==> config.mk <==
export PLATFORM = sky130hd
export DESIGN_NAME = md_unit
export DESIGN_NICKNAME = d
export VERILOG_FILES = /design/src/rtl/md_unit.sv
export SDC_FILE = /design/constraint.sdc
export NUM_CORES = 1
export LEC_CHECK = 0
export BUFFER_PORTS_ARGS = -buffer_cell sky130_fd_sc_hd__buf_2
export CELL_PAD_IN_SITES_DETAIL_PLACEMENT = 0
export CELL_PAD_IN_SITES_GLOBAL_PLACEMENT = 2
export CORE_AREA = 3 3 167 250
export DETAILED_ROUTE_END_ITERATION = 10
export DIE_AREA = 0 0 170 253
export GPL_ROUTABILITY_DRIVEN = 0
export PLACE_DENSITY_LB_ADDON = 0.1
export SLEW_MARGIN = 10
export SYNTH_ARGS = -nofsm -noshare
export SYNTH_HDL_FRONTEND = slang
export SYNTH_SLANG_ARGS = --single-unit
==> constraint.sdc <==
create_clock -name CLK -period 4.63 [get_ports CLK]
set_clock_uncertainty 0.2 [all_clocks]
set_input_delay 0.6945 -clock CLK [delete_from_list [all_inputs] [get_ports CLK]]
set_output_delay 0.6945 -clock CLK [all_outputs]
set_load 0.02 [all_outputs]
==> src/rtl/md_unit.sv <==
// md_unit: iterative multiply/divide unit holding the HI/LO pair.
// Runs MULT, MULTU, DIV and DIVU in 33 cycles, and MTHI/MTLO in a single cycle.
// Ports:
//   CLK, RST        clock, synchronous active-high reset
//   start, op       request (sampled only while idle) and operation select
//   Rdata1, Rdata2  rs operand (multiplicand/dividend/MTxx source), rt operand
//   busy, done      iterating flag, one-cycle result-commit pulse
//   HI, LO          architectural HI/LO registers
//
// state  | meaning
// S_IDLE | waiting for start; MTHI/MTLO write here
// S_RUN  | one shift-add / restoring-divide iteration per cycle
// S_FIN  | apply signs, commit HI/LO, pulse done
module md_unit #(
  parameter int WIDTH = 32
) (
  input  logic             CLK,
  input  logic             RST,
  input  logic             start,
  input  logic [2:0]       op,
  input  logic [WIDTH-1:0] Rdata1,
  input  logic [WIDTH-1:0] Rdata2,
  output logic             busy,
  output logic             done,
  output logic [WIDTH-1:0] HI,
  output logic [WIDTH-1:0] LO
);

  localparam int CW = $clog2(WIDTH);

  typedef enum logic [1:0] {S_IDLE, S_RUN, S_FIN} state_t;

  state_t             state_q, state_d;
  logic [CW-1:0]      cnt_q, cnt_d;
  logic [2*WIDTH-1:0] p_q, p_d;       // mul: {acc, multiplier}; div: {rem, quotient}
  logic [WIDTH-1:0]   opnd_q, opnd_d; // multiplicand or divisor magnitude
  logic               is_div_q, is_div_d;
  logic               neg_res_q, neg_res_d;
  logic               neg_rem_q, neg_rem_d;
  logic               div0_q, div0_d;
  logic [WIDTH-1:0]   hi_q, hi_d;
  logic [WIDTH-1:0]   lo_q, lo_d;
  logic               done_q, done_d;

  logic               sgn;
  logic [WIDTH-1:0]   a_mag, b_mag;
  logic [WIDTH:0]     mul_sum;
  logic [WIDTH:0]     div_trial;
  logic [2*WIDTH-1:0] mul_step, div_step;
  logic [2*WIDTH-1:0] prod_fin;

  always_comb begin
    // op[0]=0 selects the signed variants of both multiply and divide.
    // Negating 0x80000000 yields 0x80000000, which is its correct unsigned magnitude.
    sgn   = ~op[0];
    a_mag = (sgn && Rdata1[WIDTH-1]) ? -Rdata1 : Rdata1;
    b_mag = (sgn && Rdata2[WIDTH-1]) ? -Rdata2 : Rdata2;

    mul_sum  = {1'b0, p_q[2*WIDTH-1:WIDTH]} + (p_q[0] ? {1'b0, opnd_q} : '0);
    mul_step = {mul_sum, p_q[WIDTH-1:1]};

    // Bit WIDTH of the trial difference set means the subtraction borrowed.
    div_trial = {p_q[2*WIDTH-1:WIDTH], p_q[WIDTH-1]} - {1'b0, opnd_q};
    div_step  = div_trial[WIDTH] ? {p_q[2*WIDTH-2:0], 1'b0}
                                 : {div_trial[WIDTH-1:0], p_q[WIDTH-2:0], 1'b1};

    prod_fin = neg_res_q ? -p_q : p_q;
  end

  always_comb begin
    state_d   = state_q;
    cnt_d     = cnt_q;
    p_d       = p_q;
    opnd_d    = opnd_q;
    is_div_d  = is_div_q;
    neg_res_d = neg_res_q;
    neg_rem_d = neg_rem_q;
    div0_d    = div0_q;
    hi_d      = hi_q;
    lo_d      = lo_q;
    done_d    = 1'b0;

    case (state_q)
      S_IDLE: begin
        if (start) begin
          case (op)
            3'b000, 3'b001, 3'b010, 3'b011: begin
              state_d   = S_RUN;
              cnt_d     = '0;
              is_div_d  = op[1];
              neg_res_d = sgn & (Rdata1[WIDTH-1] ^ Rdata2[WIDTH-1]);
              neg_rem_d = sgn & Rdata1[WIDTH-1];
              div0_d    = op[1] & (Rdata2 == '0);
              if (op[1]) begin
                opnd_d = b_mag;
                p_d    = {{WIDTH{1'b0}}, a_mag};
              end else begin
                opnd_d = a_mag;
                p_d    = {{WIDTH{1'b0}}, b_mag};
              end
            end
            3'b100:  hi_d = Rdata1;
            3'b101:  lo_d = Rdata1;
            default: ;
          endcase
        end
      end
      S_RUN: begin
        p_d   = is_div_q ? div_step : mul_step;
        cnt_d = cnt_q + 1'b1;
        if (cnt_q == CW'(WIDTH - 1)) state_d = S_FIN;
      end
      S_FIN: begin
        if (is_div_q) begin
          // Divide by zero leaves the dividend magnitude as remainder, so after
          // re-applying the dividend sign HI equals Rdata1; only LO needs forcing.
          lo_d = div0_q ? '1 : prod_fin[WIDTH-1:0];
          hi_d = neg_rem_q ? -p_q[2*WIDTH-1:WIDTH] : p_q[2*WIDTH-1:WIDTH];
        end else begin
          lo_d = prod_fin[WIDTH-1:0];
          hi_d = prod_fin[2*WIDTH-1:WIDTH];
        end
        done_d  = 1'b1;
        state_d = S_IDLE;
      end
      default: state_d = S_IDLE;
    endcase
  end

  always_ff @(posedge CLK) begin
    if (RST) begin
      state_q   <= S_IDLE;
      cnt_q     <= '0;
      p_q       <= '0;
      opnd_q    <= '0;
      is_div_q  <= 1'b0;
      neg_res_q <= 1'b0;
      neg_rem_q <= 1'b0;
      div0_q    <= 1'b0;
      hi_q      <= '0;
      lo_q      <= '0;
      done_q    <= 1'b0;
    end else begin
      state_q   <= state_d;
      cnt_q     <= cnt_d;
      p_q       <= p_d;
      opnd_q    <= opnd_d;
      is_div_q  <= is_div_d;
      neg_res_q <= neg_res_d;
      neg_rem_q <= neg_rem_d;
      div0_q    <= div0_d;
      hi_q      <= hi_d;
      lo_q      <= lo_d;
      done_q    <= done_d;
    end
  end

  assign busy = (state_q != S_IDLE);
  assign done = done_q;
  assign HI   = hi_q;
  assign LO   = lo_q;

endmodule

After elaboration in Yosys (flattened, before gate mapping)

Index checks and enable logic that the tools add are counted.

Register bits: 172
Output and inout port bits: 66
Word-level logic and storage cells: 79

Add/sub/neg operators: 7
Eq/ne operators: 13
Mux-type cells: 29
Bitwise logic cells: 5
Reduce and logical (&&, ||, !) cells: 14

Operators with widths:

| cell                                                            | count |
|---|---|
| 32-bit two-way mux                                              | 13 |
| 64-bit two-way mux                                              | 5 |
| 32-bit one-hot mux with 2 select lines                          | 2 |
| 64-bit one-hot mux with 2 select lines                          | 1 |
| 32-bit negation                                                 | 3 |
| 64-bit negation                                                 | 1 |
| 32-bit by 32-bit adder with 33-bit output                       | 1 |
| 33-bit by 32-bit subtractor with 33-bit output                  | 1 |
| 32-bit logical NOT                                              | 1 |
| 3-bit AND reduction                                             | 5 |
| 5-bit two-way mux                                               | 2 |
| 5-bit one-hot mux with 2 select lines                           | 1 |
| 3-bit by 2-bit == test with 1-bit output, second input constant | 2 |
| 3-bit == test, second input constant                            | 2 |
| 2-bit two-way mux                                               | 3 |
| 2-bit by 1-bit != test with 1-bit output, second input constant | 3 |
| 2-bit nonzero test                                              | 3 |
| 5-bit by 1-bit adder with 5-bit output, second input constant   | 1 |
| 5-bit == test, second input constant                            | 1 |
| 2-bit != test, second input constant                            | 2 |
| 2-bit one-hot mux with 2 select lines                           | 1 |
| 4-bit OR reduction                                              | 1 |
| 1-bit bitwise AND                                               | 3 |
| 3-bit by 1-bit == test with 1-bit output, second input constant | 1 |
| other kinds (8)                                                 | 9 |

Depth between registers and ports, before layout

Depth in word-level cells: 7
Depth in mapped cells: 15
Depth with buffers taken out: 14

Least setup slack after synthesis

OpenSTA, ideal clock, no wires.

Path kind: flip-flop to flip-flop
Start point: reg p_q[31]
End point: reg p_q[55]
Library setup time: 122 ps
Data arrival time: 3145 ps
Path slack: 1163 ps
Cell stages (with the launch flop): 15
Clock period less this slack: 3467 ps
Cell sequence: dfxtp_1 > inv_1 > ha_1 > fa_1 > nand2b_1 > a21oi_1 > o21ai_0 > a21oi_1 > a211o_1 > a31oi_1 > o211ai_1 > buf_2 > mux2i_1 > nor2_1 > a221o_1

Longest elaborated chain between the ends: 4

Ends and longest elaborated chain:

| what                                           | RTL line | RTL |
|---|---|---|
| start: declaration                             | 35       | `logic [2*WIDTH-1:0] p_q, p_d;` |
| start signal: assignment                       | 146      | `p_q <= p_d;` |
| 33-bit by 32-bit subtractor with 33-bit output | 63       | `div_trial = {p_q[2*WIDTH-1:WIDTH], p_q[WIDTH-1]} - {1'b0, opnd_q};` |
| 64-bit two-way mux                             | 64       | `div_step = div_trial[WIDTH] ? {p_q[2*WIDTH-2:0], 1'b0}` |
| 64-bit two-way mux                             | 109      | `p_d = is_div_q ? div_step : mul_step;` |
| 64-bit one-hot mux with 2 select lines         | 83       | `case (state_q)` |

Every way passes these cells.
A chain may end at the register's enable or synchronous reset.

Worst setup path in the final report

Start point: reg p_q[31]
End point: reg p_q[61]

Same word-level chain as after synthesis.

==> results.toml <==
[timing]
drv_slew = 0
rsz0062_at_grt = "no"
slew-limit-headroom_pct = 19.74
max_freq_mhz = 246.7
fin_crit_ns = 4.053
fin_hold_ws_ns = 0.2577
hold_violations = 0
worstMarginPinSlew_ns = 1.204
setup_slack_ns = 0.5765
setup-tns-final_ns = 0
setup_violations = 0
final.period_utilization_pct = 87.55

[yosys]
synth_top_area_share_pct = 24.25
synth_most_common_cell = "nor2_1"
synth_nets = 2027
synth_flop_cell = "dfxtp_1"
synthTopCellsByCount = "nor2_1 (217), nand2_1 (175), dfxtp_1 (172)"
syn_inst = 1885
synth.avg_cell_area_um2 = 7.534
ys_types = 74
yosysTopAreaCell = "dfxtp_1"
netlist_area_um2 = 14200
asyncSetResetFlopFracSynth_pct = 0
synth_edf_count = 0
yosys_warnings = 0
synth_area_leaders = "dfxtp_1 (24%), mux2i_1 (8.1%), ha_1 (6.2%), a21oi_1 (5.9%), nor2_1 (5.7%)"
synth_seq_cells = 172
seq_area_frac_synth_pct = 24.25

[clocking]
cts-buffers-inserted = 17
root_buffer = "clkbuf_16"
cts_tree = "yes"
clk_pin_slew_ns = 0.07
ctsHoldBuffers = 0
postCtsSetupBuffers = 0
clk_path_buf_depth = 2
clk_latency_ns = 0.47
clock-sinks = 172
post_cts_resized = 0
htree_levels = 4

[critical_path]
arrival_ns = 4.20
critPathLaunch = "p_q[31]$_SDFFE_PP0P_"
critPathRequiredTime_ns = 4.77
crit_path_max_fanout = 42
path_cells = "inv_1 -> ha_1 -> fa_1 -> nand2b_1 -> a21oi_1 -> o21ai_0 -> a21oi_1 -> a211o_1 -> a31oi_1 -> o211ai_1 -> buf_12 -> mux2_2 -> a22oi_1 -> o21ai_0"
cp-end-kind = "flop"
cp-start-kind = "flop"
regToRegStartpoint = "p_q[31]$_SDFFE_PP0P_"
crit_slowest_cell = "dfxtp_1"
crit_type = "flop to flop"
slowest_delay_ns = 0.48

[finish]
seq_area_um2 = 3445
drive_gt1_share_pct = 12.67
syn_to_final_growth_pct = 13.15
fin_area_um2 = 16070
final_util_pct = 40.53
finalNetCount = 2102
multiInputGateArea_um2 = 10090
n_antenna_cell = 0
n_fill_cell = 4189

[floorplanning]
core_area_um2 = 39640
rows = 89
die_x_um = 170
start_util_pct = 35.82
die_height_um = 253
ios = 136
dieArea_um2 = 43010

[global_route]
grt_pass1_vias = 14120
grt_start_max_net_pins = 102
grt.total_usage_pct = 28.54
antenna_found_initial = 0
gr-total-overflow = 0
grt_pass1_wl_um = 91830

[worst_hold_path]
hold_path_class = "flop to flop"
hold_path_startpoint = "opnd_q[28]$_SDFFE_PP0P_"

[drt]
drt_wl_total_um = 62430
firstDrtPassIters = 5
drtIter0Drc = 1068
ant_nets = 0
vias = 14460
wl_per_cell_um = 25.24
drc = 0
via_per_inst = 5.845

[status]
outcome = "finished clean"

[job]
drv_cap = 0

[place]
postPlaceCellArea_um2 = 15440
post-place-ws_ns = 0.6317
placement.io_buffers = 135
dp_hpwl_um = 48960

[pwr]
p_leak_nw = 6.485
powerDensity_nw_per_um2 = 282.9
peakVddDrop_v = 0.0002635
-- state kept, by name, indices dropped and copies added (netlist names) --
name	count
p_q	64
cnt_q	5
neg_res_q	1
LO	32
opnd_q	32
is_div_q	1
state_q	2
HI	32
div0_q	1
done	1
neg_rem_q	1
-- per-stage QoR --
step / total power [mW] / instances
global route: 4.738 / 2473
detailed placement: 2.956 / 2441
CTS: 4.565 / 2473
floorplan: 2.483 / 1885
global placement: 2.959 / 2441
finish: 4.545 / 2473
-- final timing paths --
check	to	slack, ns	cells after the start
hold / removal	opnd_q[28]$_SDFFE_PP0P_	0.26	2
setup / recovery	p_q[61]$_SDFFE_PP0P_	0.58	14
hold reg to reg	opnd_q[28]$_SDFFE_PP0P_	0.26	2
setup reg to reg	p_q[61]$_SDFFE_PP0P_	0.58	14
-- metal layers --
layer	wire length, um	up-vias	track usage, %
li1	-	6963	-
met1	24630	6991	32.57
met2	31300	376	50.57
met3	2039	125	2.952
met4	4458	0	17.91
met5	0	-	0
-- placed cells by master, fill, tap and decap left out, types with 6 or more instances in the layout --
| cell type | instances |
|---|---|
| nand2b_1 | 12 |
| a21o_1 | 33 |
| nor2_1 | 214 |
| nand4_1 | 6 |
| a311oi_1 | 14 |
| xnor2_1 | 83 |
| nor2b_1 | 19 |
| o31ai_1 | 25 |
| buf_2 | 134 |
| mux2i_1 | 115 |
| nand3_1 | 21 |
| a22oi_1 | 16 |
| nor4_1 | 16 |
| a21oi_1 | 166 |
| and2_1 | 17 |
| a2111oi_0 | 12 |
| nor3_1 | 44 |
| nand2_1 | 175 |
| a221oi_1 | 28 |
| o41ai_1 | 10 |
| ha_1 | 70 |
| clkbuf_16 | 17 |
| or4_1 | 8 |
| inv_1 | 63 |
| o21ai_0 | 114 |
| a31oi_1 | 17 |
| and3_1 | 12 |
| o21a_1 | 8 |
| o211ai_1 | 33 |
| o22ai_1 | 12 |
| xor2_1 | 89 |
| o21bai_1 | 6 |
| a211oi_1 | 36 |
| buf_4 | 47 |
| dfxtp_1 | 171 |
| or3_1 | 17 |
-- power by group --
part           internal [mW]  total [mW]  switching (mW)
registers               1.55        1.65          0.0973
logic                  0.453        1.29           0.834
clock network          0.894        1.61           0.716
-- cells by family after synthesis --
logic type	synth area share [%]
AOI/OAI and AO/OA	26.04
xor gates and xnor gates	10.61
muxes	8.423
adders and majority gates	6.449
DFF	24.25
buffers and inverters	5.110
and+or+nand+nor	19.13
-- area by class of cell --
cell class | count | share of cell area, %
clock buffers | 19 | 2.819
clock inverters | 13 | 1.106
inverters | 63 | 1.472
multi-input cells | 1524 | 62.78
flip-flops and latches | 172 | 21.44
well taps | 500 | 3.893
repair buffers | 182 | 6.494
-- critical path: cells and delay by family (launching register included) --
family,cells,cell delay (ns)
buf+inv,2,0.43
flops,1,0.48
simple gates,1,0.19
compound gates,8,1.62
mux,1,0.37
fa+ha+maj,2,0.62
No activity file was read; power rests on OpenSTA's default activity.
